==> src/rtl/pipe_skid_reg.sv <==
// pipe_skid_reg: generic pipeline stage register
// ready/valid handshake, 2-entry skid, flush, stall counter
module pipe_skid_reg #(
  parameter int DATA_W = 71,
  parameter int CTRL_W = 2,
  parameter int CNT_W  = 16
) (
  input  logic              clock,
  input  logic              resetn,
  input  logic              in_valid,
  output logic              in_ready,
  input  logic [DATA_W-1:0] in_data,
  output logic              out_valid,
  input  logic              out_ready,
  output logic [DATA_W-1:0] out_data,
  input  logic              flush,
  output logic [1:0]        occupancy,
  output logic [CNT_W-1:0]  stall_cnt
);

  typedef enum logic [1:0] {
    S_EMPTY = 2'd0,
    S_ONE   = 2'd1,
    S_FULL  = 2'd2
  } state_t;

  state_t             r_state;
  state_t             w_next;
  logic [DATA_W-1:0]  r_main;
  logic [DATA_W-1:0]  r_skid;
  logic               r_in_ready;
  logic [CNT_W-1:0]   r_stall;

  logic               w_out_valid;
  logic               w_in_xfer;
  logic               w_out_xfer;
  logic               w_ld_main_in;
  logic               w_ld_main_skid;
  logic               w_ld_skid;
  logic [DATA_W-1:0]  w_out_data;

  assign w_out_valid = (r_state != S_EMPTY);
  assign w_in_xfer   = in_valid & r_in_ready;
  assign w_out_xfer  = w_out_valid & out_ready;

  // next-state and storage load selects; flush overrides all
  always_comb begin
    w_next         = r_state;
    w_ld_main_in   = 1'b0;
    w_ld_main_skid = 1'b0;
    w_ld_skid      = 1'b0;
    if (flush) begin
      w_next = S_EMPTY;
    end else begin
      unique case (r_state)
        S_EMPTY: begin
          if (w_in_xfer) begin
            w_ld_main_in = 1'b1;
            w_next       = S_ONE;
          end
        end
        S_ONE: begin
          if (w_in_xfer && w_out_xfer) begin
            w_ld_main_in = 1'b1;
          end else if (w_in_xfer) begin
            w_ld_skid = 1'b1;
            w_next    = S_FULL;
          end else if (w_out_xfer) begin
            w_next = S_EMPTY;
          end
        end
        S_FULL: begin
          if (w_out_xfer) begin
            w_ld_main_skid = 1'b1;
            w_next         = S_ONE;
          end
        end
        default: w_next = S_EMPTY;
      endcase
    end
  end

  // state register and registered in_ready
  always_ff @(posedge clock or negedge resetn) begin
    if (!resetn) begin
      r_state    <= S_EMPTY;
      r_in_ready <= 1'b0;
    end else begin
      r_state    <= w_next;
      r_in_ready <= (w_next != S_FULL);
    end
  end

  // payload storage: main feeds the output, skid absorbs one stall
  always_ff @(posedge clock or negedge resetn) begin
    if (!resetn) begin
      r_main <= '0;
      r_skid <= '0;
    end else begin
      if (w_ld_main_in)
        r_main <= in_data;
      else if (w_ld_main_skid)
        r_main <= r_skid;
      if (w_ld_skid)
        r_skid <= in_data;
    end
  end

  // saturating count of stalled output cycles
  always_ff @(posedge clock or negedge resetn) begin
    if (!resetn)
      r_stall <= '0;
    else if (w_out_valid && !out_ready && (r_stall != {CNT_W{1'b1}}))
      r_stall <= r_stall + 1'b1;
  end

  // bubbles never carry write enables downstream
  always_comb begin
    w_out_data = r_main;
    for (int i = 0; i < CTRL_W; i++)
      w_out_data[i] = r_main[i] & w_out_valid;
  end

  assign in_ready  = r_in_ready;
  assign out_valid = w_out_valid;
  assign out_data  = w_out_data;
  assign occupancy = r_state;
  assign stall_cnt = r_stall;

endmodule

==> config.mk <==
export PLATFORM = sky130hd
export DESIGN_NAME = pipe_skid_reg
export DESIGN_NICKNAME = d
export VERILOG_FILES = /design/src/rtl/pipe_skid_reg.sv
export SDC_FILE = /design/constraint.sdc
export NUM_CORES = 1
export LEC_CHECK = 0
export CAP_MARGIN = 20
export CORE_MARGIN = 2
export CORE_UTILIZATION = 50
export DETAILED_ROUTE_END_ITERATION = 12
export PLACE_DENSITY = 0.8
export SLEW_MARGIN = 25
export SYNTH_ARGS = -nofsm -noshare
export SYNTH_HDL_FRONTEND = slang
export SYNTH_SLANG_ARGS = --single-unit
export TNS_END_PERCENT = 100
==> constraint.sdc <==
create_clock -name clock -period 2.1 [get_ports clock]
set_input_delay 0.21 -clock clock [delete_from_list [all_inputs] [get_ports clock]]
set_output_delay 0.21 -clock clock [all_outputs]
set_load 0.01 [all_outputs]
==> impl_metrics.yaml <==
synthesis:
  synth-xor-area-share_pct: 1.47
  yosysWarnings: 0
  ys_types: 38
  synth_top_family_by_area: "compound AO/OA/AOI/OAI gates"
  synth_fa_ha_area_share_pct: 0.174
  synth.area.mux_share_pct: 11.7
  synth_area_mm2: 0.00717
  avgSynthCellArea_um2: 13.1
  async_flop_share_pct: 100
  synth_edf_count: 0
  ys_ff_latch: 161
  synthSimpleGateAreaFrac_pct: 3.98
  yosysSeqAreaShare_pct: 56.2
  ys.flop_type: "dfrtp_1"
  synth_cells: 547
  synth_compound_area_share_pct: 17.0
  synth_nets: 624
routing:
  post_drt_via_cell_ratio: 5.54
  firstDrtPassIters: 7
  routedWlPerCell_um: 17.8
  drt-total-wl_mm: 15.1
  drt_iter0_markers: 210
  drc: 0
  vias: 4686
  postRouteAntennaNets: 0
floorplanning:
  start_util_pct: 51.5
  design.die.area_mm2: 0.0153
  num_rows: 43
  io_pins: 167
  die_h_um: 124
  chipWidth_um: 124
  core_area_mm2: 0.0139
cts:
  clock_latency_ns: 0.42
  htree_levels: 4
  cts_buffer_depth: 2
  clock-sinks: 161
  cts-root-buf: "clkbuf_16"
  cts_buffers: 17
  cts_tree: "done"
  clk_pin_slew_worst_paths_ns: 0.06
  cts_setup_buffers: 0
sta:
  rsz0062_at_grt: "no"
  tightest_slew_ns: 0.466
  fmax_mhz: 501
  fin_skew_ns: 0.00818
  slew_headroom_pct: 68.9
  fin_crit_sh_pct: 95.1
  finalSetupViolations: 0
  setup-tns-final_ns: 0
  period_minus_slack_ns: 2.00
  final_max_slew_viol_count: 0
  hold_viol: 0
global_route:
  grt_pass1_wl_mm: 24.2
  grt_start_max_net_pins: 48
  grtUsageTotal_pct: 20.8
  grt_pass1_vias: 4861
  antenna_found_initial: 0
  overflow: 0
worst_setup_path:
  crit_chain: "nor2_2, and2b_1, clkdlybuf4s50_1"
  cp_max_fo: 7
  required_ns: 1.89
  cp_slowest_stage_delay_ns: 0.49
  path_class: "register to output port"
  crit_slowest_cell: "clkdlybuf4s50_1"
  critPathLaunchType: "register"
  cp_top_family: "buffers and inverters"
  crit_path_end_kind: "output port"
  arrival_ns: 1.79
  critPathBufInv: 1
layout:
  nNetsFinal: 730
  area_growth_pct: 29.9
  antenna_cells: 0
  drive_above_1_share_pct: 19.7
  fin_util_pct: 66.8
min_path:
  min_path_type: "input port to async pin"
outcome:
  outcome: "finished clean"
placement:
  hpwl_mm: 10.4
  portBuffers: 166
  routabilityCongestion: 0.786
run:
  drv_cap: 0
pwr:
  vdd_ir_drop_max_v: 0.000708
  p_leak_uw: 0.00447
  power_density_mw_per_mm2: 1030
[layer usage]
layer | routed length (µm) | vias to the layer above | track usage (%)
met5 | 0 | - | 0
met3 | 849 | 24 | 5.45
met1 | 6320 | 2388 | 25.5
met4 | 249 | 0 | 8.59
li1 | - | 2138 | -
met2 | 7650 | 136 | 35.1
[timing repair]
item	4_1_cts	5_1_grt
resized for setup	0	1
setup endpoints to repair	0	2
hold buffers	1	0
endpoints found under the hold margin	42	0
[final timing paths]
path | end | depth (start not counted) | from | slack (ns)
setup / recovery | out_data[1] | 3 | occupancy[0] | 0.10
hold / removal | r_skid[22] | 2 | resetn | 0.31
setup reg to reg | stall_cnt[6] | 7 | stall_cnt[0] | 0.26
hold reg to reg | r_main[25] | 1 | r_main[25] | 0.47
max in group asynchronous | r_skid[2] | 3 | resetn | 1.10
min in group clock | r_skid[22] | 2 | in_data[22] | 0.43
[flip-flops by register name, indices dropped and copies added, names as in the netlist]
register / flops
r_main: 71
occupancy: 2
in_ready: 1
r_skid: 71
stall_cnt: 16
[per-stage QoR]
stage	power [µW]	setup slack, ns	cell area [µm²]	cells	hold WS [ns]
after floorplan	5470	0.231	7170	547	-0.0856
after global placement	6130	0.137	8660	813	0.170
after detailed placement	6260	0.0779	8660	813	0.178
after CTS	9650	0.00132	9310	846	0.301
after global routing	10000	0.0150	9320	846	0.361
final	9550	0.102	9320	846	0.312
[layout make-up]
type | count | area (µm²)
fill | 1003 | 4620
sequential | 161 | 4030
multi-input combinational | 283 | 2480
timing repair buffer | 187 | 1920
clock buffer | 23 | 468
tap | 180 | 225
clock inverter | 9 | 179
inverter | 3 | 11.3
[power breakdown]
part	internal (µW)	total, µW	switching [µW]
clock network	2170	3350	1180
logic	1230	1940	707
registers	3830	4260	432
[cells in the final DEF (no fill, tap or decap), types with 4 or more instances in the layout]
cell / Yosys / layout
clkbuf_1: 9 / 4
nor3_1: 4 / 4
dfrtp_1: 161 / 161
buf_4: 70 / 12
buf_12: 0 / 8
mux2_2: 73 / 73
a21o_1: 71 / 71
clkdlybuf4s50_1: 0 / 165
bufinv_16: 0 / 5
nor2_1: 8 / 6
nand4_1: 4 / 4
a22o_1: 71 / 71
clkbuf_16: 0 / 17
nand2_1: 7 / 7
xor2_1: 11 / 11
[synthesized netlist by cell type (2+ instances only)]
master / count / area [µm²]
buf_2: 21 / 105
dfrtp_1: 161 / 4030
a22o_1: 71 / 622
nand3_1: 3 / 15.0
nor4_1: 3 / 18.8
mux2_2: 73 / 822
buf_4: 70 / 526
nor2_1: 8 / 30.0
a21oi_1: 2 / 10.0
nand2_1: 7 / 26.3
mux2i_1: 2 / 20.0
inv_1: 3 / 11.3
clkbuf_1: 9 / 33.8
nand4_1: 4 / 25.0
and2b_1: 3 / 22.5
o31ai_1: 2 / 15.0
xor2_1: 11 / 96.3
nor3_1: 4 / 20.0
a21o_1: 71 / 533
[cells by family after synthesis]
| family | Yosys count |
|---|---|
| AOI/OAI and AO/OA | 150 |
| xor gates and xnor gates | 12 |
| adders and majority gates | 1 |
| buffers and inverters | 103 |
| DFF | 161 |
| muxes | 75 |
| and+or+nand+nor | 45 |
[worst register-to-register path: cells and delay by family, from the launching register on]
kind / cells / cell delay (ns)
xor+xnor: 1 / 0.14
flops: 1 / 0.40
simple gates: 2 / 0.15
compound gates: 1 / 0.42
buf+inv: 2 / 0.38
fa+ha+maj: 1 / 0.23
No activity file was read; power rests on OpenSTA's default activity.
